--- src/rtl/gpio_ctrl_pkg.sv ---
// Shared types and constants for the AHB GPIO controller.
// Latency: n/a (declarations only).
// Backpressure: n/a.
package gpio_ctrl_pkg;

  // Command intents issued by requesters.
  typedef enum logic [1:0] {
    OP_WRITE_OUT = 2'b00,
    OP_READ_IN   = 2'b01,
    OP_SET_DIR   = 2'b10,
    OP_RSVD      = 2'b11
  } op_e;

  // Controller FSM: optional direction transfer, then the command's own transfer.
  typedef enum logic [2:0] {
    ST_IDLE,
    ST_DIR_A,
    ST_DIR_D,
    ST_XFER_A,
    ST_XFER_D
  } state_e;

  localparam logic [1:0] HTRANS_IDLE   = 2'b00;
  localparam logic [1:0] HTRANS_NONSEQ = 2'b10;

  // Values written to the GPIO direction register.
  localparam logic [15:0] DIR_OUT = 16'h0001;
  localparam logic [15:0] DIR_IN  = 16'h0000;

  // One AHB transfer as presented on the address/data buses.
  typedef struct packed {
    logic [31:0] addr;
    logic        write;
    logic [15:0] data;
  } xfer_t;

endpackage

--- src/rtl/rr_arb2.sv ---
// Two-way round-robin arbiter; on a tie the requester not granted last wins.
// Latency: grant is combinational from req; history updates on the accept edge.
// Backpressure: grant is only consumed when the caller raises accept.
// Ports: clk/rst (sync, active-high), req[1:0], accept, gnt[1:0] one-hot, gnt_id.
module rr_arb2 (
  input  logic       clk,
  input  logic       rst,
  input  logic [1:0] req,
  input  logic       accept,
  output logic [1:0] gnt,
  output logic       gnt_id
);

  logic last_grant;

  always_comb begin
    gnt[0] = req[0] & (~req[1] | last_grant);
    gnt[1] = req[1] & (~req[0] | ~last_grant);
    gnt_id = gnt[1];
  end

  // Reset to 1 so requester 0 wins the first tie.
  always_ff @(posedge clk) begin
    if (rst) begin
      last_grant <= 1'b1;
    end else if (accept) begin
      last_grant <= gnt_id;
    end
  end

endmodule

--- src/rtl/ahb_gpio_ctrl.sv ---
// AHB-Lite master sharing the GPIO slave between two command requesters.
// Latency: accept->rsp 3 cycles zero-wait, 5 with a direction insert, +1 per wait state.
// Backpressure: reqN_ready only in IDLE for the arbiter winner; slave stalls via HREADYOUT, aborted after TIMEOUT_CYCLES.
// Ports: HCLK/HRESET (sync, active-high); req0_*/req1_* valid-ready command inputs;
//        rsp_* one-cycle response; H* AHB-Lite master bus; PARITYERR/PARITYSEL parity sideband.
module ahb_gpio_ctrl
  import gpio_ctrl_pkg::*;
#(
  parameter logic [31:0] BASE_ADDR      = 32'h5300_0000,
  parameter logic [31:0] DATA_OFFSET    = 32'h0,
  parameter logic [31:0] DIR_OFFSET     = 32'h4,
  parameter int          TIMEOUT_CYCLES = 16,
  parameter logic        PARITY_ODD     = 1'b1
) (
  input  logic        HCLK,
  input  logic        HRESET,
  input  logic        req0_valid,
  output logic        req0_ready,
  input  logic [1:0]  req0_op,
  input  logic [15:0] req0_wdata,
  input  logic        req1_valid,
  output logic        req1_ready,
  input  logic [1:0]  req1_op,
  input  logic [15:0] req1_wdata,
  output logic        rsp_valid,
  output logic        rsp_id,
  output logic [15:0] rsp_rdata,
  output logic        rsp_err,
  output logic        HSEL,
  output logic [31:0] HADDR,
  output logic [1:0]  HTRANS,
  output logic        HWRITE,
  output logic [31:0] HWDATA,
  output logic        HREADY,
  input  logic        HREADYOUT,
  input  logic [31:0] HRDATA,
  input  logic        PARITYERR,
  output logic        PARITYSEL
);

  localparam int CW = $clog2(TIMEOUT_CYCLES + 1);

  state_e        state_q, state_d;
  xfer_t         xfer_q, xfer_d;
  op_e           op_q;
  logic [15:0]   wdata_q;
  logic          id_q;
  logic          dir_q;
  logic [CW-1:0] wait_cnt_q;

  logic [1:0]    gnt;
  logic          gnt_id;
  logic          accept;
  op_e           req_op;
  logic [15:0]   req_wdata;
  logic          addr_phase;
  logic          data_phase;
  logic          timeout;
  logic          unused_hrdata;

  assign unused_hrdata = ^HRDATA[31:16];

  // The transfer that carries the command itself.
  function automatic xfer_t data_xfer(input op_e op, input logic [15:0] wdata);
    xfer_t x;
    x.addr  = BASE_ADDR + DATA_OFFSET;
    x.write = (op == OP_WRITE_OUT);
    x.data  = (op == OP_WRITE_OUT) ? wdata : 16'h0000;
    if (op == OP_SET_DIR) begin
      x.addr  = BASE_ADDR + DIR_OFFSET;
      x.write = 1'b1;
      x.data  = {15'b0, wdata[0]};
    end
    return x;
  endfunction

  // Direction write inserted ahead of a data transfer whose intent disagrees with dir_q.
  function automatic xfer_t dir_xfer(input op_e op);
    xfer_t x;
    x.addr  = BASE_ADDR + DIR_OFFSET;
    x.write = 1'b1;
    x.data  = (op == OP_WRITE_OUT) ? DIR_OUT : DIR_IN;
    return x;
  endfunction

  function automatic logic needs_dir(input op_e op, input logic dir);
    return ((op == OP_WRITE_OUT) && !dir) || ((op == OP_READ_IN) && dir);
  endfunction

  rr_arb2 u_arb (
    .clk    (HCLK),
    .rst    (HRESET),
    .req    ({req1_valid, req0_valid}),
    .accept (accept),
    .gnt    (gnt),
    .gnt_id (gnt_id)
  );

  assign req0_ready = (state_q == ST_IDLE) & gnt[0];
  assign req1_ready = (state_q == ST_IDLE) & gnt[1];
  assign accept     = req0_ready | req1_ready;
  assign req_op     = op_e'(gnt_id ? req1_op : req0_op);
  assign req_wdata  = gnt_id ? req1_wdata : req0_wdata;

  assign addr_phase = (state_q == ST_DIR_A) || (state_q == ST_XFER_A);
  assign data_phase = (state_q == ST_DIR_D) || (state_q == ST_XFER_D);
  // A ready slave wins over an expiring counter on the same cycle.
  assign timeout    = data_phase && !HREADYOUT && (wait_cnt_q == CW'(TIMEOUT_CYCLES));

  // HADDR/HWDATA come from xfer_q so they stay stable through every wait state.
  assign HSEL      = addr_phase;
  assign HTRANS    = addr_phase ? HTRANS_NONSEQ : HTRANS_IDLE;
  assign HWRITE    = addr_phase & xfer_q.write;
  assign HADDR     = xfer_q.addr;
  assign HWDATA    = {16'h0000, xfer_q.data};
  assign HREADY    = HREADYOUT;
  assign PARITYSEL = PARITY_ODD;

  always_comb begin
    state_d = state_q;
    xfer_d  = xfer_q;
    case (state_q)
      ST_IDLE: begin
        if (accept && (req_op != OP_RSVD)) begin
          if (needs_dir(req_op, dir_q)) begin
            state_d = ST_DIR_A;
            xfer_d  = dir_xfer(req_op);
          end else begin
            state_d = ST_XFER_A;
            xfer_d  = data_xfer(req_op, req_wdata);
          end
        end
      end
      ST_DIR_A:  state_d = ST_DIR_D;
      ST_DIR_D: begin
        if (HREADYOUT) begin
          state_d = ST_XFER_A;
          xfer_d  = data_xfer(op_q, wdata_q);
        end else if (timeout) begin
          state_d = ST_IDLE;
        end
      end
      ST_XFER_A: state_d = ST_XFER_D;
      ST_XFER_D: begin
        if (HREADYOUT || timeout) state_d = ST_IDLE;
      end
      default:   state_d = ST_IDLE;
    endcase
  end

  always_ff @(posedge HCLK) begin
    if (HRESET) begin
      state_q <= ST_IDLE;
    end else begin
      state_q <= state_d;
    end
  end

  always_ff @(posedge HCLK) begin
    if (HRESET) begin
      xfer_q     <= '0;
      op_q       <= OP_WRITE_OUT;
      wdata_q    <= 16'h0000;
      id_q       <= 1'b0;
      dir_q      <= 1'b0;
      wait_cnt_q <= '0;
      rsp_valid  <= 1'b0;
      rsp_id     <= 1'b0;
      rsp_rdata  <= 16'h0000;
      rsp_err    <= 1'b0;
    end else begin
      xfer_q    <= xfer_d;
      rsp_valid <= 1'b0;

      if (data_phase && !HREADYOUT && !timeout) begin
        wait_cnt_q <= wait_cnt_q + 1'b1;
      end else begin
        wait_cnt_q <= '0;
      end

      if (accept) begin
        op_q    <= req_op;
        wdata_q <= req_wdata;
        id_q    <= gnt_id;
        // Reserved op never touches the bus; answer with an error straight away.
        if (req_op == OP_RSVD) begin
          rsp_valid <= 1'b1;
          rsp_id    <= gnt_id;
          rsp_rdata <= 16'h0000;
          rsp_err   <= 1'b1;
        end
      end

      if ((state_q == ST_DIR_D) && HREADYOUT) begin
        dir_q <= (op_q == OP_WRITE_OUT);
      end

      if ((state_q == ST_XFER_D) && HREADYOUT) begin
        if (op_q == OP_SET_DIR) dir_q <= wdata_q[0];
        rsp_valid <= 1'b1;
        rsp_id    <= id_q;
        rsp_rdata <= (op_q == OP_READ_IN) ? HRDATA[15:0] : 16'h0000;
        rsp_err   <= (op_q == OP_READ_IN) && PARITYERR;
      end

      if (timeout) begin
        rsp_valid <= 1'b1;
        rsp_id    <= id_q;
        rsp_rdata <= 16'h0000;
        rsp_err   <= 1'b1;
      end
    end
  end

endmodule

--- config.mk ---
export PLATFORM = sky130hd
export DESIGN_NAME = ahb_gpio_ctrl
export DESIGN_NICKNAME = d
export VERILOG_FILES = /design/src/rtl/gpio_ctrl_pkg.sv /design/src/rtl/rr_arb2.sv /design/src/rtl/ahb_gpio_ctrl.sv
export SDC_FILE = /design/constraint.sdc
export NUM_CORES = 1
export LEC_CHECK = 0
export BUFFER_PORTS_ARGS = -buffer_cell sky130_fd_sc_hd__buf_2
export CAP_MARGIN = 20
export CORE_MARGIN = 3
export CORE_UTILIZATION = 42
export DETAILED_ROUTE_END_ITERATION = 8
export PLACE_DENSITY = 0.76
export SYNTH_ARGS = -nofsm -noshare
export SYNTH_HDL_FRONTEND = slang
export SYNTH_SLANG_ARGS = --single-unit
--- constraint.sdc ---
create_clock -name HCLK -period 1.6 [get_ports HCLK]
set_input_delay 0.16 -clock HCLK [delete_from_list [all_inputs] [get_ports HCLK]]
set_output_delay 0.16 -clock HCLK [all_outputs]
set_load 0.005 [all_outputs]
==> results.cfg <==
[drt]
vias = 3163
drc = 0
antenna_left = 0
wirelength_um = 9180
dr.first_iter.drc_count = 137
first_pass_iters = 4
viasPerCell = 4.99
wl_per_cell_um = 14.5

[synthesis]
synth_common_cells = 82 x nor2_1, 70 x buf_4, 67 x dfxtp_1
synth_cells = 404
synth_top_area_share_pct = 38.1
synth.ff_latch_count = 67
async_reset_ff_share_pct = 0
yosysMostFrequentCell = nor2_1
netlist_area_um2 = 3520
synth_edf_count = 0
yosysSeqAreaShare_pct = 38.1
synth_flop_cell = dfxtp_1
ys_types = 49
yosys-top-cells-area = dfxtp_1 38%, buf_4 15%, nor2_1 8.8%, mux2_2 5.1%, nor3_1 4.8%
yosys_warnings = 0
yosys.area.top_type = dfxtp_1
synth_area_per_cell_um2 = 8.70

[grt]
grt_antenna_before_repair = 0
grt_max_degree = 29
grt_pass1_vias = 2980
grt_usage_pct = 17.4
grt_pass1_wl_um = 13600
overflow = 0

[cells_and_area]
instances_no_fill = 634
n_antenna_cell = 0
seqCellArea_um2 = 1350
nNetsFinal = 603
multiInputGateArea_um2 = 2100
syn_to_final_growth_pct = 41.0
nFillCells = 656
drive_above_1_share_pct = 50.4

[setup_path]
arrival_ns = 1.94
r2r_end = HADDR[2]
critPathKind = reg2reg
rr_worst_depth = 8
r2r-start = state_q[1]
r2r_setup_slack_ns = -0.08
cp-end-kind = flip-flop
cp_cell_sequence = buf_6 > nor3_4 > o21ai_2 > buf_6 > o21ai_4 > buf_4 > o311ai_1 > a21oi_1
critPathRequiredTime_ns = 1.86
crit_family = compound AO/OA/AOI/OAI gates
cp-start-kind = flip-flop
crit_slowest_cell = dfxtp_2
crit_path_start = state_q[1]
crit_buf_inv = 3
path_depth = 8
critPathMaxStageDelay_ns = 0.32
cpMostUsedCell = buf_6
worstPathMaxFanout = 4
cp-endpoint = HADDR[2]

[timing]
layout_setup_ws_ns = -0.0751
worst_clock_skew_ns = 0.0110
clock.fmax_mhz = 597
maxSlewViolCount = 0
fin_setup_tns_ns = -0.672
setup_viol = 19
rsz0062_at_grt = yes
final.min_clock_period_ns = 1.68
hold_viol = 0
fin_crit_sh_pct = 105

[min_path]
hold_path_class = in2reg

[clocking]
cts.sinks = 67
path_clk_slew_ns = 0.07
cts.path.max_buffers = 2
ctsHtreeMaxLevel = 3
cts_root_buf = clkbuf_8
clock_latency_ns = 0.35
cts_hold_buf = 0
cts_tree = done
cts_buffers = 9

[outcome]
status = finished, violations left
violations = negative setup slack

[floorplanning]
fp.dieH_um = 97.5
coreArea_um2 = 7930
rows = 32
die_area_um2 = 9510
start_util_pct = 44.3
die_w_um = 97.5
io_pins = 165

[power]
powerDensity_nw_per_um2 = 1260
p_leak_nw = 2.24
ir_drop_v = 0.000620

[placement]
dp.cells = 600
gp_congestion = 0.847
io_buffers = 103
dpl.hpwl_um = 6120

[flow_run]
max_cap_viol_count = 0
per-stage QoR:
| step | setup WS (ns) | hold slack [ns] | total power [mW] | util, % | instance area [um2] |
|---|---|---|---|---|---|
| finish | -0.0751 | 0.0611 | 6.27 | 62.5 | 4960 |
| global route | -0.176 | 0.0544 | 6.64 | 62.5 | 4960 |
| detailed placement | -0.251 | 0.416 | 4.18 | 52.0 | 4120 |
| CTS | -0.0215 | 0.0525 | 5.87 | 57.9 | 4590 |
| global placement | -0.131 | 0.406 | 4.12 | 52.0 | 4120 |
| floorplan | -0.0214 | 0.305 | 3.63 | - | 3750 |
metal layers:
metal	GRT usage, %	wire, um	vias to the layer above
met1	19.4	3380	1472
met3	5.74	819	21
li1	-	-	1532
met5	0	0	-
met2	30.3	4780	138
met4	6.92	208	0
worst min-delay path by stage:
stage               startpoint                to  slack, ns  cells past startpoint
CTS                  HRDATA[1]      rsp_rdata[1]       0.05                      3
global route        HRDATA[13]     rsp_rdata[13]       0.05                      3
global placement    HRDATA[12]     rsp_rdata[12]       0.41                      3
floorplan           req1_valid  u_arb.last_grant       0.30                      2
detailed placement  HRDATA[13]     rsp_rdata[13]       0.42                      3
finish               HRDATA[6]      rsp_rdata[6]       0.06                      3
kinds of logic after synthesis:
family	share of synthesized area, %
compound gates	15.7
xor+xnor	0.997
fa+ha+maj	0.712
buf+inv	18.2
flops	38.1
mux	6.65
other cells	0.214
simple gates	19.4
layout make-up:
class | count | area share [%]
clock buffer | 11 | 2.85
clock inverter | 5 | 1.06
inverter | 5 | 0.379
tap | 102 | 2.58
timing repair buffer | 159 | 23.5
multi-input combinational | 285 | 42.4
sequential | 67 | 27.2
registers in the layout (all words and copies together), names as in the netlist:
| register | cells |
|---|---|
| rsp_valid | 1 |
| id_q | 1 |
| wait_cnt_q | 5 |
| HADDR | 2 |
| op_q | 2 |
| dir_q | 1 |
| rsp_rdata | 16 |
| u_arb.last_grant | 1 |
| wdata_q | 16 |
| rsp_id | 1 |
| rsp_err | 1 |
| xfer_q | 1 |
| HWDATA | 16 |
| state_q | 3 |
placed cells by master (no fill, tap or decap), types with 2 or more instances in the layout:
master,count
buf_2,102
nor2_1,72
dfxtp_1,62
conb_1,45
buf_4,34
nor3_1,28
a22oi_2,14
a221oi_2,11
buf_12,11
clkbuf_8,10
nand2_1,9
mux2_2,9
buf_6,8
a21oi_1,7
nor2_2,7
mux2_4,7
a211oi_1,5
nor3_2,5
dfxtp_2,5
inv_1,4
mux2i_4,4
nor2_4,3
nand3_1,3
a221oi_4,3
clkinv_2,3
clkbuf_16,3
nor3_4,2
and2_4,2
nand2b_1,2
nor3b_1,2
or3_4,2
xor2_1,2
xnor2_1,2
a22oi_1,2
o21ai_0,2
tightest hold or removal path, stage by stage:
cell and delay, ns:
buf_2 0.08, a22oi_2 0.06, nor2_1 0.07
report_power, final:
group,leakage (nW),total [mW],switching [mW],internal (mW)
logic,1.59,2.70,1.31,1.39
clock network,0.0991,1.38,0.630,0.754
registers,0.551,2.18,0.211,1.97
total,2.24,6.27,2.15,4.12
repair_timing:
action,in CTS,in global routing
resized for setup,38,52
cloned,0,3
setup buffers,10,7
pin swaps,18,22
endpoints found under the setup margin,44,65
Power figures use the tool's default switching activity.
